<file path="config.mk">
export PLATFORM = sky130hd
export DESIGN_NAME = matrix_scan_driver
export DESIGN_NICKNAME = d
export VERILOG_FILES = /design/src/rtl/matrix_pkg.sv /design/src/rtl/scan_counter.sv /design/src/rtl/matrix_scan_driver.sv
export SDC_FILE = /design/constraint.sdc
export NUM_CORES = 1
export LEC_CHECK = 0
export CORE_UTILIZATION = 63
export DETAILED_ROUTE_END_ITERATION = 10
export DONT_BUFFER_PORTS = 1
export PLACE_DENSITY = 0.79
export SYNTH_ARGS = -nofsm -noshare
export SYNTH_HDL_FRONTEND = slang
export SYNTH_HIERARCHICAL = 1
export SYNTH_SLANG_ARGS = --single-unit
</file>
<file path="constraint.sdc">
create_clock -name CLK -period 6.1 [get_ports CLK]
set_clock_uncertainty 0.15 [all_clocks]
set_input_delay 1.22 -clock CLK [delete_from_list [all_inputs] [get_ports CLK]]
set_output_delay 1.22 -clock CLK [all_outputs]
set_load 0.01 [all_outputs]
</file>
<file path="src/rtl/matrix_pkg.sv">
// Shared constants and state encoding for the LED matrix scan driver.
package matrix_pkg;

    localparam int DEF_ROWS  = 8;
    localparam int DEF_COLS  = 8;
    localparam int DEF_DWELL = 16;
    localparam int DEF_BLANK = 2;

    typedef enum logic [1:0] {
        IDLE     = 2'd0,
        BLANKING = 2'd1,
        ON       = 2'd2
    } scan_state_t;

endpackage

</file>
<file path="src/rtl/scan_counter.sv">
// Row/tick scan counter. Exposes the slot the next edge will display so the
// driver can register its outputs against that slot on the same edge.
module scan_counter #(
    parameter int ROWS  = 8,
    parameter int DWELL = 16,
    localparam int RW   = $clog2(ROWS),
    localparam int TW   = $clog2(DWELL)
) (
    input  logic          CLK,
    input  logic          RST,
    input  logic          OE,
    input  logic          restart,
    output logic [RW-1:0] r_nxt,
    output logic [TW-1:0] t_nxt,
    output logic          frame_end
);

    localparam logic [RW-1:0] R_LAST = RW'(ROWS - 1);
    localparam logic [TW-1:0] T_LAST = TW'(DWELL - 1);

    logic [RW-1:0] r_q;
    logic [TW-1:0] t_q;

    // Next slot: cleared while disabled, slot 0 on the first enabled edge, else advance with wrap.
    always_comb begin
        frame_end = (r_q == R_LAST) && (t_q == T_LAST);
        r_nxt     = r_q;
        t_nxt     = t_q;
        if (!OE || restart) begin
            r_nxt = '0;
            t_nxt = '0;
        end else if (t_q == T_LAST) begin
            t_nxt = '0;
            r_nxt = (r_q == R_LAST) ? '0 : r_q + RW'(1);
        end else begin
            t_nxt = t_q + TW'(1);
        end
    end

    // Slot registers.
    always_ff @(posedge CLK) begin
        if (RST) begin
            r_q <= '0;
            t_q <= '0;
        end else begin
            r_q <= r_nxt;
            t_q <= t_nxt;
        end
    end

endmodule

</file>
<file path="src/rtl/matrix_scan_driver.sv">
// Multiplexed LED matrix scan driver with shadowed frame/brightness and a
// LOAD/ACK handshake that only swaps the shadow between frames or while idle.
//
// state    | meaning
// ---------+------------------------------------------------------------
// IDLE     | OE low: rows and columns off, CLEAR high, counters held at 0
// BLANKING | t < BLANK: anti-ghost gap, row and columns off
// ON       | t >= BLANK: row r selected, columns lit inside on-window
module matrix_scan_driver
    import matrix_pkg::*;
#(
    parameter int ROWS  = DEF_ROWS,
    parameter int COLS  = DEF_COLS,
    parameter int DWELL = DEF_DWELL,
    parameter int BLANK = DEF_BLANK,
    localparam int BW   = $clog2(DWELL + 1)
) (
    input  logic                 CLK,
    input  logic                 RST,
    input  logic                 OE,
    input  logic [ROWS*COLS-1:0] DATA,
    input  logic [BW-1:0]        BRIGHT,
    input  logic                 LOAD,
    output logic                 ACK,
    output logic [ROWS-1:0]      ROW,
    output logic [COLS-1:0]      COLUMN,
    output logic                 CLEAR
);

    localparam int RW = $clog2(ROWS);
    localparam int TW = $clog2(DWELL);
    localparam logic [RW-1:0] R_LAST  = RW'(ROWS - 1);
    localparam logic [BW:0]   BLANK_W = (BW + 1)'(BLANK);

    scan_state_t state_q, state_d;

    logic [RW-1:0]        r_nxt;
    logic [TW-1:0]        t_nxt;
    logic                 frame_end;
    logic                 capture;
    logic [ROWS*COLS-1:0] shadow_q, shadow_d;
    logic [BW-1:0]        bright_q, bright_d;
    logic [BW:0]          t_ext, on_end;
    logic [ROWS-1:0]      row_d;
    logic [COLS-1:0]      col_d;
    logic                 clear_d;

    scan_counter #(
        .ROWS  (ROWS),
        .DWELL (DWELL)
    ) u_scan_counter (
        .CLK       (CLK),
        .RST       (RST),
        .OE        (OE),
        .restart   (state_q == IDLE),
        .r_nxt     (r_nxt),
        .t_nxt     (t_nxt),
        .frame_end (frame_end)
    );

    // Capture only between frames or while idle; the ACK cycle masks a still-high LOAD.
    always_comb begin
        capture  = LOAD && !ACK && (frame_end || (state_q == IDLE));
        shadow_d = capture ? DATA   : shadow_q;
        bright_d = capture ? BRIGHT : bright_q;
    end

    // Next state and output decode for the slot being entered; the on-window
    // naturally saturates because t never exceeds DWELL-1.
    always_comb begin
        state_d = IDLE;
        row_d   = '0;
        col_d   = '0;
        clear_d = 1'b1;
        t_ext   = (BW + 1)'(t_nxt);
        on_end  = BLANK_W + {1'b0, bright_d};
        if (OE) begin
            clear_d = (r_nxt == R_LAST);
            if (t_ext < BLANK_W) begin
                state_d = BLANKING;
            end else begin
                state_d = ON;
                row_d   = ROWS'(1) << r_nxt;
                if (t_ext < on_end) begin
                    col_d = shadow_d[r_nxt*COLS +: COLS];
                end
            end
        end
    end

    // State, shadow and registered outputs.
    always_ff @(posedge CLK) begin
        if (RST) begin
            state_q  <= IDLE;
            shadow_q <= '0;
            bright_q <= BW'(DWELL);
            ACK      <= 1'b0;
            ROW      <= '0;
            COLUMN   <= '0;
            CLEAR    <= 1'b1;
        end else begin
            state_q  <= state_d;
            shadow_q <= shadow_d;
            bright_q <= bright_d;
            ACK      <= capture;
            ROW      <= row_d;
            COLUMN   <= col_d;
            CLEAR    <= clear_d;
        end
    end

endmodule

</file>
==> results of run 1 <==
[through the flow]
stage	cells	utilization, %	area [sq um]
4_1_cts	466	66.88	4247
3_5_place_dp	450	64.00	4064
2_1_floorplan	397	-	4129
6_report	466	66.88	4247
5_1_grt	466	66.88	4247
3_3_place_gp	450	64.00	4064
[synthesized netlist by cell type, drive strengths merged]
library cell / count / area (sq um)
buf: 13 / 133.9
and2: 1 / 6.260
a21oi: 7 / 35.03
a311oi: 6 / 52.55
nand2b: 3 / 26.27
inv: 6 / 22.52
nand2: 16 / 67.56
nand3: 2 / 10.01
and4b: 1 / 10.01
nor4: 1 / 6.260
ha: 7 / 87.58
o221ai: 7 / 61.31
o21a: 1 / 7.510
a21bo: 1 / 10.01
or2: 2 / 12.52
a221oi: 1 / 15.01
o21ai: 1 / 8.760
a31oi: 1 / 6.260
a211o: 1 / 8.760
o22ai: 5 / 31.28
dfxtp: 96 / 1922
mux4: 9 / 210.2
o21bai: 2 / 26.28
nand4: 3 / 18.77
clkbuf: 14 / 52.55
xnor2: 2 / 17.52
nor3: 6 / 41.29
nor2b: 9 / 58.81
mux2: 2 / 22.52
nor2: 89 / 339.1
a211oi: 4 / 30.03
mux2i: 75 / 750.7
and3: 2 / 12.51
a21o: 1 / 7.510
[sequential cells by signal, summed over array words and instances (netlist names)]
name	count
ACK	1
bright_q	5
u_scan_counter/r_q	3
state_q	2
ROW	8
COLUMN	8
shadow_q	64
CLEAR	1
u_scan_counter/t_q	4
[layer usage]
layer	wire length (um)	vias up
met1	3549	1323
met3	516	11
met2	3695	76
li1	-	1363
met5	0	-
met4	150	0
[worst reg2reg max path, cell delays in order (launching register included)]
cell and delay (ps):
dfxtp_1 380, ha_1 260, and3_1 270, and2_1 220
o21bai_4 190, nand2_4 320, buf_4 760, mux4_1 670
nor2b_1 140, a311oi_1 240, a211oi_1 70
[power groups by stage]
stage          logic (W)  clock network (W)  registers, W
3_3_place_gp    0.000115                  0      0.000680
3_5_place_dp    0.000119                  0      0.000681
4_1_cts         0.000120           0.000391      0.000667
2_1_floorplan   0.000118                  0      0.000678
5_1_grt         0.000134           0.000415      0.000669
6_report        0.000120           0.000383      0.000666
[kinds of logic (layout without fill, tap and decap cells)]
logic type               after synthesis  count (layout)
AND/OR/NAND/NOR                      135             135
flip-flops                            96              96
multiplexers                          86              86
AO/OA/AOI/OAI                         38              38
buffers and inverters                 33              25
adder cells (fa/ha/maj)                7               7
XOR/XNOR                               2               2
[how the worst max path moves through the flow]
stage                                startpoint              endpoint  slack, ps  cells past startpoint
2_1_floorplan                              LOAD  COLUMN[0]$_SDFF_PP0_       2240                     14
3_3_place_gp                               LOAD  COLUMN[2]$_SDFF_PP0_       2230                      7
3_5_place_dp                               LOAD  COLUMN[1]$_SDFF_PP0_       2200                      7
4_1_cts        u_scan_counter/t_q[0]$_SDFF_PP0_  COLUMN[1]$_SDFF_PP0_       2260                     10
5_1_grt        u_scan_counter/t_q[0]$_SDFF_PP0_  COLUMN[2]$_SDFF_PP0_       2020                     10
6_report       u_scan_counter/t_q[0]$_SDFF_PP0_  COLUMN[1]$_SDFF_PP0_       2250                     10
[area by class of cell]
type	instances	share of cell area [%]
clock buffers	11	3.329
clock inverters	5	0.9723
inverters	6	0.5303
multi-input cells	268	47.11
flip-flops and latches	96	45.26
well taps	77	2.269
repair buffers	3	0.5303
==> impl_metrics.py, run 1 <==
metrics = {
    "critical_path": {
        "path_cells": "ha_1 -> and3_1 -> and2_1 -> o21bai_4 -> nand2_4 -> buf_4 -> mux4_1 -> nor2b_1 -> a311oi_1 -> a211oi_1",
        "r2r_cells": 10,
        "required_ps": 6140,
        "path_delay_family": "simple AND/OR/NAND/NOR gates",
        "cpMaxStageDelayCell": "buf_4",
        "worstReg2RegEnd": "COLUMN[1]$_SDFF_PP0_",
        "critPathBufInv": 1,
        "critical_path.max_stage_delay_ps": 750,
        "crit_path_start_kind": "flop",
        "cp_max_fo": 54,
        "r2r_setup_slack_ps": 2250,
        "r2r_start": "u_scan_counter/t_q[0]$_SDFF_PP0_",
        "crit_type": "flop to flop",
        "cp-end-kind": "flop",
        "cp.arrival_ps": 3890,
    },
    "die": {
        "die_x_um": 82.96,
        "die_area_sq_um": 6882,
        "fp.dieH_um": 82.96,
        "coreArea_sq_um": 6350,
        "start_util_pct": 65.02,
        "rows": 29,
        "pin_count": 91,
    },
    "power_and_ir_drop": {
        "finalPower_w": 0.001170,
        "power_frac_comb_pct": 10.2,
        "swShare_pct": 24.99,
        "peakVddDrop_uv": 186.0,
        "clkPwrFrac_pct": 32.8,
        "p_int_w": 0.0008773,
        "pwr-share-seq_pct": 57.0,
        "power.density_nw_per_um2": 275.4,
        "power_leakage_nw": 1.900,
        "switching_power_w": 0.0002923,
    },
    "synth": {
        "synth.distinct_cells": 46,
        "yosysWarnings": 6,
        "synth-simple-area-share_pct": 14.76,
        "synth_nets": 477,
        "synthXorXnorAreaFrac_pct": 0.4242,
        "synth_top_family_by_area": "multiplexers",
        "synth-compound-area-share_pct": 7.273,
        "synthMuxAreaShare_pct": 23.82,
        "ys_seq_area_share_pct": 46.55,
        "synth_fa_ha_area_share_pct": 2.121,
        "synth-seq-cells": 96,
        "synth.avg_cell_area_sq_um": 10.40,
        "syn_inst": 397,
        "syn_area_sq_um": 4129,
    },
    "global_route": {
        "antenna_found_initial": 0,
        "use_met3_pct": 6.759,
        "grt_most_used_layer": "met2",
        "grt_pass1_wl_um": 12900,
        "grt.total_usage_pct": 23.65,
        "gr-total-overflow": 0,
        "grt_pass1_vias": 2664,
        "use_met2_pct": 37.48,
        "grt_max_degree": 73,
        "grt_util_met1_pct": 30.72,
    },
    "cts": {
        "cts_setup_buffers": 0,
        "postCtsResizedCells": 0,
        "clk_pin_slew_worst_paths_ps": 90,
        "cts-root-buf": "clkbuf_8",
        "cts_buffer_depth": 2,
        "cts-hold-fix-buffers": 0,
        "cts_made_buffers": 9,
        "h-tree-depth": 3,
        "cts_tree": "built",
        "clk_latency_ps": 360,
        "cts_num_sinks": 96,
    },
    "timing": {
        "rsz0062_at_grt": "false",
        "setup_viol": 0,
        "fin_ws_ps": 2253,
        "fin_tns_setup_ps": 0,
        "worstMarginPinSlew_ps": 951.8,
        "finalMaxSlewViolations": 0,
        "fin_crit_ps": 3847,
        "fmax_mhz": 259.9,
        "hold_viol_final": 0,
        "max-slew-margin-rel_pct": 36.31,
        "finalCritPeriodShare_pct": 63.07,
        "fin_hold_ws_ps": 344.9,
    },
    "routing": {
        "vias": 2773,
        "drcViolationCount": 0,
        "via_per_inst": 5.951,
        "drt_iter0_drc": 100,
        "wl_per_cell_um": 16.98,
        "drt-total-wl_um": 7912,
        "antenna_left": 0,
        "firstDrtPassIters": 4,
    },
    "finish": {
        "regArea_sq_um": 1922,
        "fin_nets": 464,
        "multiInputGateArea_sq_um": 2001,
        "final_common_cell": "dfxtp_1",
        "fillerInstances": 499,
        "diodes": 0,
        "final_cell_mix": "dfxtp_1, nor2_1, mux2i_1",
        "layout-drive-gt1-share_pct": 10.03,
        "synthToLayoutAreaGrowth_pct": 2.848,
    },
    "place": {
        "dp_hpwl_um": 5555,
        "globalplace.congestion": 0.8256,
        "port_buffers": 0,
        "dp_slack_ps": 2198,
    },
    "hold_path": {
        "hold_path.startpoint": "shadow_q[42]$_SDFF_PP0_",
        "min_path_cells": 2,
        "holdPathEnd": "shadow_q[42]$_SDFF_PP0_",
        "min-delay-path-class": "flop to flop",
    },
    "run_status": {
        "status": "complete, no violations",
    },
    "run": {
        "maxCapViolations": 0,
    },
}
(Power assumes the default switching activity.)
==> run 2, diff against run 1 <==
CORE_UTILIZATION = 57   (was 63)
PLACE_DENSITY = 0.75   (was 0.79)
clock period = 3.35 ns   (was 6.1 ns; I/O delays follow)
==> run 2 against run 1 <==
  * Combinational power rose by 92%
  * Register-to-register slack lost 2000 ps
  * Setup slack got worse by 2000 ps
  * Power grew 90%
  * Sequential cell count did not move
  * Fmax grew 25%
  * Non-clock buffer count increased by 4
  * Cell area is 3.5% higher
  * Clock power is 100% higher
  * Critical path depth grew 4
  * Final cell count grew 4.9%
  * Clock-buffer cell count down 2
  * Largest power group unchanged
==> impl_metrics.py, run 2 (synthesized netlist as in run 1, its figures left out) <==
metrics = {
    "finish": {
        "regArea_sq_um": 1927,
        "synthToLayoutAreaGrowth_pct": 6.485,
        "layout-drive-gt1-share_pct": 13.23,
        "final_area_sq_um": 4397,
        "final_cells": 489,
        "regMostFlops": "shadow_q",
        "multiInputGateArea_sq_um": 2061,
        "final_common_cell": "dfxtp_1",
        "fillerInstances": 606,
        "final_cell_mix": "dfxtp_1, nor2_1, mux2i_1",
        "largest_register_ff_count": 64,
        "fin_nets": 468,
        "reg_top3": "shadow_q: 64 flops, COLUMN: 8 flops, ROW: 8 flops",
        "final_util_pct": 63.66,
        "diodes": 0,
    },
    "timing": {
        "setup_viol": 0,
        "rsz0062_at_grt": "false",
        "max-slew-margin-rel_pct": 71.65,
        "fin_ws_ps": 275.1,
        "fmax_mhz": 325.2,
        "fin_crit_ps": 3075,
        "worstMarginPinSlew_ps": 425.3,
        "finalMaxSlewViolations": 0,
        "finalCritPeriodShare_pct": 91.79,
        "hold_viol_final": 0,
        "fin_tns_setup_ps": 0,
    },
    "die": {
        "start_util_pct": 59.78,
        "pin_count": 91,
        "fp.dieH_um": 87.11,
        "die_area_sq_um": 7588,
        "die_x_um": 87.11,
        "coreArea_sq_um": 6907,
        "rows": 30,
    },
    "routing": {
        "drcViolationCount": 0,
        "vias": 2763,
        "via_per_inst": 5.650,
        "drt-total-wl_um": 8230,
        "firstDrtPassIters": 4,
        "antenna_left": 0,
        "wl_per_cell_um": 16.83,
        "drt_iter0_drc": 117,
    },
    "place": {
        "dp_slack_ps": 259.6,
        "globalplace.congestion": 0.8614,
        "dp_hpwl_um": 5845,
        "port_buffers": 0,
        "dp.cells": 473,
        "placed_cell_area_sq_um": 4194,
    },
    "cts": {
        "cts_tree": "built",
        "clk_latency_ps": 370,
        "cts-hold-fix-buffers": 0,
        "cts_buffer_depth": 2,
        "h-tree-depth": 3,
        "clk_pin_slew_worst_paths_ps": 90,
        "cts_setup_buffers": 0,
        "cts-root-buf": "clkbuf_8",
        "cts_made_buffers": 9,
        "cts_num_sinks": 96,
        "postCtsResizedCells": 0,
    },
    "global_route": {
        "antenna_found_initial": 0,
        "grt_pass1_wl_um": 13200,
        "grt_pass1_vias": 2709,
        "gr-total-overflow": 0,
        "grt.total_usage_pct": 23.06,
        "grt_max_degree": 73,
    },
    "run": {
        "maxCapViolations": 0,
    },
    "critical_path": {
        "required_ps": 3490,
        "cp.arrival_ps": 3210,
        "path_delay_family": "compound AO/OA/AOI/OAI gates",
        "cpMaxStageDelayCell": "dfxtp_4",
        "cp-end-kind": "flop",
        "r2r_cells": 14,
        "path_depth": 14,
        "critical_path.max_stage_delay_ps": 400,
        "crit_path_start_kind": "flop",
        "critPathBufInv": 1,
        "crit_type": "flop to flop",
        "cp_max_fo": 8,
        "path_cells": "ha_4 -> and3_4 -> and2_4 -> o21bai_4 -> nand2_4 -> mux2_4 -> ha_4 -> inv_2 -> ha_4 -> a21o_1 -> a21oi_1 -> o21a_1 -> o21ai_4 -> a211oi_1",
        "cp_common_cell": "ha_4",
    },
    "power_and_ir_drop": {
        "peakVddDrop_uv": 287.8,
        "p_int_w": 0.001662,
        "swShare_pct": 25.16,
        "power_frac_comb_pct": 10.4,
        "power_leakage_nw": 1.948,
        "clkPwrFrac_pct": 35.0,
        "pwr-share-seq_pct": 54.6,
        "power.density_nw_per_um2": 505.1,
        "switching_power_w": 0.0005587,
    },
    "run_status": {
        "status": "complete, no violations",
    },
    "hold_path": {
        "min_path_cells": 1,
        "min-delay-path-class": "input port to flop",
    },
}
run 2: changes by cell type in the layout (fill, tap and decap cells not counted), moves of 2 or more:
cell        previous run  this run
dfxtp_1               96        94
ha_1                   7         4
clkinvlp_4             2         0
buf_4                  3         6
clkinv_2               0         2
ha_4                   0         3
mux2_2                 2         0
mux2_4                 0         2
run 2: power groups by stage:
stage,registers [W],clock network [W],logic (W)
floorplan,0.00123,0,0.000225
global placement,0.00124,0,0.000223
detailed placement,0.00124,0,0.000230
CTS,0.00121,0.000790,0.000231
global route,0.00122,0.000828,0.000258
finish,0.00121,0.000777,0.000230
run 2: layer usage:
layer	GRT usage, %	vias to the layer above	share of wire (%)
li1	-	1370	-
met1	28.44	1314	44
met2	38.08	69	48
met3	6.445	10	6.5
met4	9.538	0	1.4
met5	0	-	0
run 2: path summary, 6_finish.rpt:
path                                          from                                to  slack (ps)
setup / recovery  u_scan_counter/t_q[0]$_SDFF_PP0_              COLUMN[1]$_SDFF_PP0_         280
hold / removal                                 RST            bright_q[0]$_SDFF_PP0_         210
setup reg to reg  u_scan_counter/t_q[0]$_SDFF_PP0_              COLUMN[1]$_SDFF_PP0_         280
hold reg to reg   u_scan_counter/t_q[0]$_SDFF_PP0_  u_scan_counter/t_q[0]$_SDFF_PP0_         320
run 2: through the flow:
step                      power (W)  hold slack, ps
final                      0.002221           210.8
after global routing       0.002304           203.6
after CTS                  0.002235           202.5
after detailed placement   0.001470           305.1
after global placement     0.001460           304.2
after floorplan            0.001459           292.5
run 2: layout make-up:
type	count	share of cell area [%]
Multi-Input combinational cell	268	46.87
Sequential cell	96	43.82
Clock buffer	9	2.817
Tap cell	96	2.732
Clock inverter	7	1.764
Timing Repair Buffer	7	1.480
Inverter	6	0.5122
run 2: worst register-to-register path, cell delays in order (launching register included):
cell and delay (ps):
dfxtp_4 400, ha_4 140, and3_4 240, and2_4 150, o21bai_4 130, nand2_4 110
mux2_4 350, ha_4 270, inv_2 40, ha_4 220, a21o_1 140, a21oi_1 130
o21a_1 190, o21ai_4 110, a211oi_1 230
==> run 3, diff against run 2 <==
TNS_END_PERCENT = 5   (was unset)
==> results of run 3 <==
Final layout, timing and power as in run 2 (identical DEF).
